<file path="src/rtl/eth_clk_speed_detect.sv">
// rtl/eth_clk_speed_detect.sv - measures a slow MII/RGMII clock and publishes a debounced 10M/100M speed mode
module eth_clk_speed_detect #(
  parameter int CNT_W      = 8,
  parameter int P100_MIN   = 4,
  parameter int P100_MAX   = 6,
  parameter int P10_MIN    = 40,
  parameter int P10_MAX    = 60,
  parameter int TIMEOUT    = 255,
  parameter int STABLE_CNT = 4
) (
  input  logic             clk_in,
  input  logic             reset_n,
  input  logic             clk_en,
  input  logic             sig_in,
  output logic [1:0]       speed_mode,
  output logic             speed_valid,
  output logic [CNT_W-1:0] period,
  output logic             meas_stb,
  output logic             change_stb
);

  localparam int ST_W = $clog2(STABLE_CNT + 1);
  localparam logic [1:0]       MODE_NONE  = 2'b00;
  localparam logic [1:0]       MODE_10M   = 2'b01;
  localparam logic [1:0]       MODE_100M  = 2'b10;
  localparam logic [CNT_W-1:0] L_ONE      = CNT_W'(1);
  localparam logic [CNT_W-1:0] L_TIMEOUT  = CNT_W'(TIMEOUT);
  localparam logic [CNT_W-1:0] L_P100_MIN = CNT_W'(P100_MIN);
  localparam logic [CNT_W-1:0] L_P100_MAX = CNT_W'(P100_MAX);
  localparam logic [CNT_W-1:0] L_P10_MIN  = CNT_W'(P10_MIN);
  localparam logic [CNT_W-1:0] L_P10_MAX  = CNT_W'(P10_MAX);
  localparam logic [ST_W-1:0]  L_STABLE   = ST_W'(STABLE_CNT);

  logic             r_sync1, r_sync2, r_hist;
  logic [CNT_W-1:0] r_cnt;
  logic             r_armed;
  logic [1:0]       r_cand;
  logic [ST_W-1:0]  r_stable;
  logic [1:0]       r_mode;
  logic             r_valid;
  logic [CNT_W-1:0] r_period;
  logic             r_meas_stb, r_change_stb;

  logic             w_edge;
  logic [1:0]       w_class;
  logic [1:0]       w_next_cand;
  logic [ST_W-1:0]  w_next_stable;

  assign w_edge = r_sync2 & ~r_hist;

  // Synchronizer and edge history run even while measurement is disabled.
  always_ff @(posedge clk_in or negedge reset_n) begin
    if (!reset_n) begin
      r_sync1 <= 1'b0;
      r_sync2 <= 1'b0;
      r_hist  <= 1'b0;
    end else begin
      r_sync1 <= sig_in;
      r_sync2 <= r_sync1;
      r_hist  <= r_sync2;
    end
  end

  // Class 00 doubles as "invalid" since a valid class is never 00.
  always_comb begin
    w_class       = MODE_NONE;
    w_next_cand   = MODE_NONE;
    w_next_stable = '0;
    if (r_cnt >= L_P100_MIN && r_cnt <= L_P100_MAX) begin
      w_class = MODE_100M;
    end else if (r_cnt >= L_P10_MIN && r_cnt <= L_P10_MAX) begin
      w_class = MODE_10M;
    end
    if (w_class == MODE_NONE) begin
      w_next_cand   = MODE_NONE;
      w_next_stable = '0;
    end else if (w_class == r_cand) begin
      w_next_cand   = r_cand;
      w_next_stable = (r_stable == L_STABLE) ? r_stable : r_stable + 1'b1;
    end else begin
      w_next_cand   = w_class;
      w_next_stable = ST_W'(1);
    end
  end

  always_ff @(posedge clk_in or negedge reset_n) begin
    if (!reset_n) begin
      r_cnt        <= '0;
      r_armed      <= 1'b0;
      r_cand       <= MODE_NONE;
      r_stable     <= '0;
      r_mode       <= MODE_NONE;
      r_valid      <= 1'b0;
      r_period     <= '0;
      r_meas_stb   <= 1'b0;
      r_change_stb <= 1'b0;
    end else begin
      r_meas_stb   <= 1'b0;
      r_change_stb <= 1'b0;
      if (clk_en) begin
        if (w_edge) begin
          r_cnt   <= L_ONE;
          r_armed <= 1'b1;
          if (r_armed) begin
            r_period   <= r_cnt;
            r_meas_stb <= 1'b1;
            r_cand     <= w_next_cand;
            r_stable   <= w_next_stable;
            if (w_next_stable == L_STABLE && w_next_cand != r_mode) begin
              r_mode       <= w_next_cand;
              r_valid      <= (w_next_cand != MODE_NONE);
              r_change_stb <= 1'b1;
            end
          end
        end else if (r_armed) begin
          if (r_cnt == L_TIMEOUT) begin
            // Clock lost: drop the mode at once, no debounce.
            r_armed  <= 1'b0;
            r_cnt    <= '0;
            r_cand   <= MODE_NONE;
            r_stable <= '0;
            r_mode   <= MODE_NONE;
            r_valid  <= 1'b0;
            if (r_mode != MODE_NONE) r_change_stb <= 1'b1;
          end else begin
            r_cnt <= r_cnt + 1'b1;
          end
        end
      end
    end
  end

  assign speed_mode  = r_mode;
  assign speed_valid = r_valid;
  assign period      = r_period;
  assign meas_stb    = r_meas_stb;
  assign change_stb  = r_change_stb;

endmodule
</file>
<file path="config.mk">
export PLATFORM = sky130hd
export DESIGN_NAME = eth_clk_speed_detect
export DESIGN_NICKNAME = d
export VERILOG_FILES = /design/src/rtl/eth_clk_speed_detect.sv
export SDC_FILE = /design/constraint.sdc
export NUM_CORES = 1
export LEC_CHECK = 0
export BUFFER_PORTS_ARGS = -buffer_cell sky130_fd_sc_hd__buf_4
export CAP_MARGIN = 10
export CORE_ASPECT_RATIO = 2
export CORE_MARGIN = 10
export CORE_UTILIZATION = 45
export DETAILED_ROUTE_END_ITERATION = 8
export PLACE_DENSITY = 0.74
export SYNTH_ARGS = -nofsm -noshare
export SYNTH_HDL_FRONTEND = slang
export SYNTH_SLANG_ARGS = --single-unit
</file>
<file path="constraint.sdc">
create_clock -name clk_in -period 3.1 [get_ports clk_in]
set_clock_uncertainty 0.15 [all_clocks]
set_input_delay 0.62 -clock clk_in [delete_from_list [all_inputs] [get_ports clk_in]]
set_output_delay 0.62 -clock clk_in [all_outputs]
set_load 0.02 [all_outputs]
</file>
## After elaboration in Yosys (flattened, before gate mapping)

Cells that the tools add are included.

- Flip-flop bits (word level): 30
- Bits of input ports: 4
- Output and inout bits: 13
- Logic and storage cells: 77

- Add/sub/neg operators: 2
- Order comparisons: 4
- Eq/ne operators: 6
- Muxes and demuxes: 39
- Bitwise operators: 2
- Reductions and logical operators: 12

Operators with widths:

| kind | count |
|---|---|
| $mux 8 | 3 |
| $mux 3 | 7 |
| $mux 2 | 10 |
| $mux 1 | 19 |
| $add 8x1->8 const B | 1 |
| $eq 8x8->1 const B | 1 |
| $ge 8x3->1 const B | 1 |
| $ge 8x6->1 const B | 1 |
| $le 8x3->1 const B | 1 |
| $le 8x6->1 const B | 1 |
| $reduce_bool 2->1 | 4 |
| $eq 3x3->1 const B | 2 |
| $reduce_and 3->1 | 2 |
| $reduce_and 4->1 | 1 |
| $add 3x1->3 const B | 1 |
| $logic_and 1x1->1 | 3 |
| $eq 2x2->1 | 1 |
| $logic_not 2->1 | 1 |
| $ne 2x1->1 const B | 1 |
| $ne 2x2->1 | 1 |
| $reduce_and 2->1 | 1 |
| $and 1x1->1 | 1 |
| $not 1->1 | 1 |

## Longest topological paths before layout

Gate-level depths: netlist of run 1.

- Depth after elaboration: 13
- Gate-level depth with buffers: 9
- Gate-level depth less buffers: 8

## Least setup slack after synthesis of run 1

Ideal clock, no wire load.

- Kind: flip-flop to flip-flop
- Start: register r_cnt[3]
- End: register r_mode[1] (netlist: speed_mode[1])
- Library setup time: 0.069 ns
- Data arrival time: 2.094 ns
- Required time: 2.881 ns
- Setup slack: 0.787 ns
- Stages on the path, launching flop included: 8
- Buffers on the path: 1
- Clock period less this slack: 2.313 ns
- Cell sequence: dfrtp_1 or4b_1 or2_1 buf_6 xnor2_4 o2111ai_4 or3_1 nand3_1

- Cells in the longest elaborated chain, start to end: 11
- Elaborated cells between the ends (all ways): 24
- Classes of those cells: order compare: 4; eq/ne: 5; mux: 9; reduce/logical: 6

Ends and longest elaborated chain:

| item | RTL line | source |
|---|---|---|
| start, declared | 35 | `logic [CNT_W-1:0] r_cnt;` |
| start signal, assigned | 126 | `r_cnt <= r_cnt + 1'b1;` |
| $ge 8x6->1 / $le 8x6->1 (equally long branches) | 71 | `end else if (r_cnt >= L_P10_MIN && r_cnt <= L_P10_MAX) begin` |
| $logic_and 1x1->1 | 71 |  |
| $mux 1 | 71 |  |
| $mux 2 | 69 | `if (r_cnt >= L_P100_MIN && r_cnt <= L_P100_MAX) begin` |
| $eq 2x2->1 | 77 | `end else if (w_class == r_cand) begin` |
| $mux 3 / $mux 2 (equally long branches) | 77 |  |
| $mux 3 / $mux 2 (equally long branches) | 74 | `if (w_class == MODE_NONE) begin` |
| $eq 3x3->1 / $ne 2x2->1 (equally long branches) | 109 | `if (w_next_stable == L_STABLE && w_next_cand != r_mode) begin` |
| $logic_and 1x1->1 | 109 |  |
| $ne 2x1->1 (no line) | -- |  |
| $reduce_and 4->1 (no line) | -- |  |
| end signal, assigned | 110 | `r_mode <= w_next_cand;` |
| end, declared | 39 | `logic [1:0] r_mode;` |

Several ways; a longest one is shown, not always the timed one. The select of a mux whose other input is x is not followed.
A chain may end at the register's enable or synchronous reset.

## Final worst setup path of run 1

- Start: register r_cnt[0]
- End: register r_mode[1] (netlist: speed_mode[1])

The elaborated chain is that of the path after synthesis.

==> impl_metrics.ini, run 1 <==
[status]
status = complete, no violations

[synthesis]
synth.most_common_cell = nand2_1
ys.flop_type = dfrtp_1
syn-num-nets = 173
syn_area_sq_um = 1570
ys_types = 42
synth_largest_area_cell = dfrtp_1
ys_warn_count = 0
yosysSeqAreaShare_pct = 48.0
ys_async_sr_fraction_pct = 100
postSynthAreaPerCell_sq_um = 9.49
ys_top_cells_by_area = dfrtp_1, nand2_1, o21ai_0, ha_1, nand3_1
ys_ff_latch = 30
synth_top_area_share_pct = 48.0
synth_edf_count = 0
synth_common_cells = nand2_1, dfrtp_1, o21ai_0
synthCells = 165

[sta]
fmax_mhz = 397
rsz0062_at_grt = false
tns_ps = 0
worst_slew_pin_slew_ps = 490
timing.final.crit_share_pct = 81.2
setup_viol = 0
finalMaxSlewViolations = 0
min_period_ps = 2520
maxSlewHeadroom_pct = 67.0
hold_violations = 0

[grt]
antenna_found_initial = 0
grt_pass1_vias = 1348
gr-total-overflow = 0
grt.total_usage_pct = 13.8
grt_max_degree = 31
grt_pass1_wl_microns = 6570

[die]
rows = 30
die_width_microns = 61.7
die-area_sq_um = 6380
io_pins = 17
initial_core_util_pct = 46.3
core_area_sq_um = 3380
die_h_microns = 103

[place]
io_buffers = 16
dp_hpwl_microns = 2930
placed_area_sq_um = 1700
gp_congestion = 0.941

[critical_path]
worst_setup_path_start_kind = flip-flop
setup.worst_path.class = flip-flop to flip-flop
endpoint_kind = flip-flop
crit_required_ps = 3180
cp_data_arrival_time_ps = 2600
cp_max_fo = 7

[flow_run]
cap_viol_max_count = 0

[clock_tree]
cts_tree = built
cts_root_buf = clkbuf_8
clock_latency_ps = 290
cts_setup_buffers = 0
cts_buffers = 5
cts_buffer_depth = 2
htree_levels = 2
cts_resized = 0
clkTransAtPathRegs_ps = 70
clock_sinks = 30
cts_hold_buf = 0

[detailed_routing]
vias_per_cell = 6.03
drt-total-wl_microns = 3950
drtIter0Drc = 75
drc = 0
routedWlPerCell_microns = 18.2
ant_nets = 0
firstDrtPassIters = 4
vias = 1309

[power]
peakVddDrop_mv = 0.443
power_leakage_uw = 0.000826
powerDensity_nw_per_um2 = 652

[layout]
final_nets = 192
final_util_pct = 53.7
area_delta_synth_final_pct = 15.8
diodes = 0
drive_above_1_share_pct = 16.2
final_cell_area_sq_um = 1810

[hold_path]
hp-class = primary input to async pin
## cell type report
cell class | count | area (sq um)
Fill cell | 309 | 1570
Sequential cell | 30 | 751
Multi-Input combinational cell | 122 | 751
Timing Repair Buffer | 18 | 135
Clock buffer | 8 | 110
Tap cell | 32 | 40.0
Inverter | 7 | 26.3
## layout by cell type, fill, tap and decap left out, types with 2 or more instances in the layout
master,count
a21oi_1,4
a31oi_1,2
and3_1,2
and4_1,2
and4b_1,2
buf_4,18
clkbuf_8,8
dfrtp_1,30
ha_1,4
inv_1,6
nand2_1,36
nand3_1,9
nand4_1,3
nor2_1,5
nor3_1,2
o211ai_1,4
o21ai_0,19
o21ai_1,2
o31ai_1,2
o41ai_1,2
or3_1,3
## kinds of logic (layout without fill, tap and decap cells)
| kind of cell | after synthesis | in the layout | share of synthesized area [%] |
|---|---|---|---|
| adder cells (fa/ha/maj) | 4 | 4 | 3.20 |
| flip-flops | 30 | 30 | 48.0 |
| AND/OR/NAND/NOR | 72 | 72 | 22.7 |
| buffers and inverters | 13 | 33 | 4.08 |
| XOR/XNOR | 3 | 3 | 3.36 |
| AO/OA/AOI/OAI | 43 | 43 | 18.7 |
## per-layer routing
metal | global-route usage (%) | share of wire, % | up-vias
met5 | 0 | 0 | -
met4 | 8.13 | 3.3 | 0
met3 | 3.42 | 3.8 | 13
met2 | 24.9 | 57 | 30
met1 | 13.4 | 36 | 633
li1 | - | - | 633
## per-stage QoR
stage | total power (uW) | hold WS (ps) | worst slack [ps] | instances
after global routing | 1250 | 127 | 454 | 217
after floorplan | 719 | 174 | 787 | 165
after global placement | 795 | 182 | 674 | 209
after detailed placement | 811 | 193 | 594 | 209
final | 1180 | 102 | 581 | 217
after CTS | 1190 | 116 | 580 | 217
## critical path, cell delays in order, from the launching register on
cell,delay [ps]
dfrtp_1,440
inv_1,130
ha_1,150
and4b_1,210
or3_1,500
a21oi_4,230
o2111ai_4,180
or3_1,390
nand3_1,90
## power by group
group	switching, uW	total (uW)	leakage, uW	internal (uW)
logic	181	300	0.000387	119
registers	58.5	503	0.000382	445
clock network	155	378	0.0000575	224
## sequential cells by signal, summed over array words and instances, names as in the netlist
signal / flops
speed_mode: 2
speed_valid: 1
r_armed: 1
r_hist: 1
r_stable: 3
r_sync2: 1
meas_stb: 1
r_sync1: 1
r_cand: 2
period: 8
r_cnt: 8
change_stb: 1
## worst paths after layout
check	start	end	slack, ps	cells past startpoint
min in group clk_in	r_sync1	r_sync2	210	0
min reg2reg	r_sync1	r_sync2	210	0
max in group asynchronous	reset_n	r_cnt[0]	2410	1
min	reset_n	speed_valid	100	1
max	r_cnt[0]	speed_mode[1]	580	8
max reg2reg	r_cnt[0]	speed_mode[1]	580	8
Power figures use the tool's default switching activity.
==> run 2: changes to the inputs <==
- PLACE_DENSITY: 0.74 -> 0.76
- clock period: 3.1 -> 2 ns (I/O delays scaled with it)
==> impl_metrics.ini, run 2 (same netlist as run 1, synthesis figures left out) <==
[status]
status = finished with violations
violations = negative setup slack

[critical_path]
r2r_slack_ps = -300
worstSetupStartpoint = r_cnt[5]
cp_num_buf_inv = 0
crit_required_ps = 2070
crit_slowest_cell = or4b_4
cp_top_family = simple AND/OR/NAND/NOR gates
crit_chain = or4b_4 > or2_4 > a21oi_4 > o2111ai_4 > or3_1 > nand3_1
path_depth = 6
cp_max_fo = 4
ff2ff_path_depth = 6
worst_setup_path_start_kind = flip-flop
setup.worst_path.class = flip-flop to flip-flop
cpPeakStageDelay_ps = 540
cp-endpoint = speed_mode[1]
endpoint_kind = flip-flop
cp_data_arrival_time_ps = 2370
rr_startpoint = r_cnt[5]
reg2reg_to = speed_mode[1]

[sta]
finalMaxSlewViolations = 0
rsz0062_at_grt = true
setup_viol = 7
fin_hold_ws_ps = 65.4
timing.final.crit_share_pct = 115
hold_violations = 0
maxSlewHeadroom_pct = 70.8
worst_slack_ps = -298
worst_slew_pin_slew_ps = 434
min_period_ps = 2300
fmax_mhz = 435

[grt]
grt_max_degree = 31
grt.total_usage_pct = 14.5
grt_pass1_vias = 1528
grt_pass1_wl_microns = 6940
gr-total-overflow = 0
antenna_found_initial = 0

[layout]
final_nets = 221
final_common_cell = buf_4
area_delta_synth_final_pct = 33.6
final_cell_mix = buf_4, nand2_1, dfrtp_1
multiInputGateArea_sq_um = 808
fin_cells = 246
drive_above_1_share_pct = 32.7
regArea_sq_um = 751
diodes = 0
fillers = 282

[power]
power_uw = 1980
seq_power_share_pct = 37.6
power_leakage_uw = 0.000976
p_sw_uw = 672
peakVddDrop_mv = 0.553
switching_share_pct = 33.9
powerDensity_nw_per_um2 = 949
clkPwrFrac_pct = 26.1
intPower_uw = 1310
pwr-share-comb_pct = 36.3

[clock_tree]
clock_latency_ps = 290
clock_sinks = 30
cts_tree = built
htree_levels = 2
clkTransAtPathRegs_ps = 70
cts_buffer_depth = 2
cts_root_buf = clkbuf_8
cts_buffers = 5

[place]
dp_hpwl_microns = 3240
io_buffers = 16
place_ws_ps = -355
placedCellCount = 235
gp_congestion = 0.872

[detailed_routing]
firstDrtPassIters = 4
vias = 1468
drc = 0
ant_nets = 0
vias_per_cell = 5.97
drtIter0Drc = 62
routedWlPerCell_microns = 18.2
drt-total-wl_microns = 4490

[hold_path]
hp-class = primary input to flip-flop

[die]
core_area_sq_um = 3380
die_width_microns = 61.7
io_pins = 17
die_h_microns = 103
rows = 30
die-area_sq_um = 6380
initial_core_util_pct = 46.3

[flow_run]
cap_viol_max_count = 0
## run 2: per-layer routing
| metal | wire length, microns | part of all wire [%] | vias to the layer above | global-route usage, % |
|---|---|---|---|---|
| met1 | 1500 | 33 | 719 | 13.1 |
| li1 | - | - | 692 | - |
| met5 | 0 | 0 | - | 0 |
| met3 | 170 | 3.8 | 12 | 2.81 |
| met2 | 2690 | 60 | 45 | 27.0 |
| met4 | 128 | 2.9 | 0 | 9.86 |
## run 2: through the flow
stage | TNS, ps | instance area [sq um] | utilization [%]
global route | -1860 | 2090 | 61.9
detailed placement | -1590 | 1900 | 56.3
CTS | -1440 | 2030 | 60.0
finish | -1470 | 2090 | 61.9
floorplan | -815 | 1570 | -
global placement | -1200 | 1900 | 56.3
## run 2: power groups by stage
stage	Clock, uW	Combinational [uW]	Sequential (uW)
final	518	720	747
after global routing	550	783	755
after CTS	522	695	746
after detailed placement	0	680	755
after global placement	0	655	752
after floorplan	0	328	802
## run 2: how the worst min path moves through the flow
stage | start | to | depth (start not counted)
2_1_floorplan | reset_n | change_stb | 0
3_3_place_gp | reset_n | change_stb | 1
3_5_place_dp | r_sync1 | r_sync2 | 0
4_1_cts | sig_in | r_sync1 | 1
5_1_grt | sig_in | r_sync1 | 1
6_report | sig_in | r_sync1 | 1
## run 2: layout make-up
class	instances	area share (%)
Sequential cell	30	35.9
Timing Repair Buffer	47	17.7
Tap cell	32	1.92
Multi-Input combinational cell	122	38.7
Inverter	7	1.26
Clock buffer	6	3.95
Clock inverter	2	0.598
## run 2: what timing repair did
item,CTS,global route
hold buffers,1,0
gates resized for setup,3,13
buffers inserted,0,2
endpoints found under the setup margin,7,8
pin swaps,4,13
endpoints found under the hold margin,30,0
==> run 3: changes to the inputs <==
- PLACE_DENSITY: 0.76 -> not set
- clock period: 2 -> 2.5 ns (I/O delays scaled with it)
==> impl_metrics.ini, run 3 (same netlist as run 1, synthesis figures left out) <==
[detailed_routing]
ant_nets = 0
firstDrtPassIters = 4
drc = 0
vias = 1377
vias_per_cell = 6.07
routedWlPerCell_microns = 17.2
drtIter0Drc = 33
drt-total-wl_microns = 3900

[grt]
grt_pass1_wl_microns = 6480
grt_pass1_vias = 1386
grt_max_degree = 31
grt.total_usage_pct = 13.6
gr-total-overflow = 0
antenna_found_initial = 0

[die]
die_width_microns = 61.7
core_area_sq_um = 3380
initial_core_util_pct = 46.3
io_pins = 17
die-area_sq_um = 6380
die_h_microns = 103
rows = 30

[layout]
diodes = 0
final_cell_area_sq_um = 1910
final_cell_mix = nand2_1, dfrtp_1, buf_4
final_common_cell = nand2_1
final_util_pct = 56.5
drive_above_1_share_pct = 21.0
multiInputGateArea_sq_um = 758
final_nets = 203
regArea_sq_um = 751
area_delta_synth_final_pct = 21.9
fillers = 296

[critical_path]
worst_setup_path_start_kind = flip-flop
cp_max_fo = 7
cp_data_arrival_time_ps = 2420
cpPeakStageDelay_ps = 570
crit_slowest_cell = or4b_1
crit_required_ps = 2570
endpoint_kind = flip-flop
crit_chain = or4b_1 > o21ai_0 > and4b_1 > o2111ai_4 > or3_1 > nand3_1
cp_num_buf_inv = 0
setup.worst_path.class = flip-flop to flip-flop
cp_top_family = simple AND/OR/NAND/NOR gates

[hold_path]
hp-class = primary input to flip-flop

[sta]
worst_slew_pin_slew_ps = 479
hold_violations = 0
min_period_ps = 2350
maxSlewHeadroom_pct = 67.7
setup_viol = 0
finalMaxSlewViolations = 0
tns_ps = 0
timing.final.crit_share_pct = 94.1
rsz0062_at_grt = false
fmax_mhz = 425

[power]
powerDensity_nw_per_um2 = 811
power_leakage_uw = 0.000884
peakVddDrop_mv = 0.518

[status]
status = complete, no violations

[clock_tree]
cts_root_buf = clkbuf_8
cts_tree = built
clock_latency_ps = 280
clkTransAtPathRegs_ps = 60
cts_buffer_depth = 2
clock_sinks = 30
htree_levels = 2
cts_buffers = 5

[place]
dp_hpwl_microns = 2950
placed_area_sq_um = 1780
io_buffers = 16
gp_congestion = 0.847

[flow_run]
cap_viol_max_count = 0
## run 3: cell types whose count changed in the layout (fill, tap and decap cells not counted), sizes merged
cell / previous run / this run
bufinv: 0 / 1
clkinv: 2 / 1
buf: 46 / 28
clkinvlp: 1 / 0
## run 3: area by class of cell
type / instances / share of cell area [%]
clock buffer: 6 / 4.33
clock inverter: 1 / 1.57
inverter: 7 / 1.38
multi-input combinational: 122 / 39.7
sequential: 30 / 39.3
tap: 32 / 2.10
timing repair buffer: 29 / 11.5
## run 3: report_power, final
part,internal [uW],switching [uW]
Combinational,189,271
Clock,318,176
Sequential,552,40.5
## run 3: worst paths after layout
kind	from	endpoint	cells past startpoint	slack (ps)
min	sig_in	r_sync1	1	180
max in group asynchronous	reset_n	period[7]	2	1380
max	r_cnt[5]	speed_mode[1]	6	150
min in group asynchronous	reset_n	r_cnt[2]	2	530
max reg2reg	r_cnt[5]	speed_mode[1]	6	150
min reg2reg	r_sync1	r_sync2	0	210
## run 3: repair_timing
action,4_1_cts,5_1_grt
hold buffers,1,0
hold endpoints to repair,1,0
setup buffers,0,0
setup endpoints to repair,0,2
gates resized for setup,0,2
## run 3: per-layer routing
metal / wire length (microns) / vias to the layer above / track usage (%) / part of all wire (%)
met5: 0 / - / 0 / 0
met2: 2070 / 37 / 22.2 / 53
met1: 1410 / 667 / 13.9 / 36
li1: - / 653 / - / -
met3: 176 / 20 / 3.42 / 4.5
met4: 239 / 0 / 11.2 / 6.1
## run 3: metrics by stage
stage               total power, uW  setup slack [ps]  hold WS, ps  std cells
floorplan                       892               187         54.4        165
global placement               1040               162          184        219
detailed placement             1050              97.8          200        219
CTS                            1560              86.1          172        227
global route                   1630              39.0          171        227
finish                         1550               149          176        227
## run 3: worst register-to-register path, cell delays in order (launching register included)
cell       delay (ps)
dfrtp_1           410
or4b_1            570
o21ai_0           160
and4b_1           330
o2111ai_4         190
or3_1             380
nand3_1            90
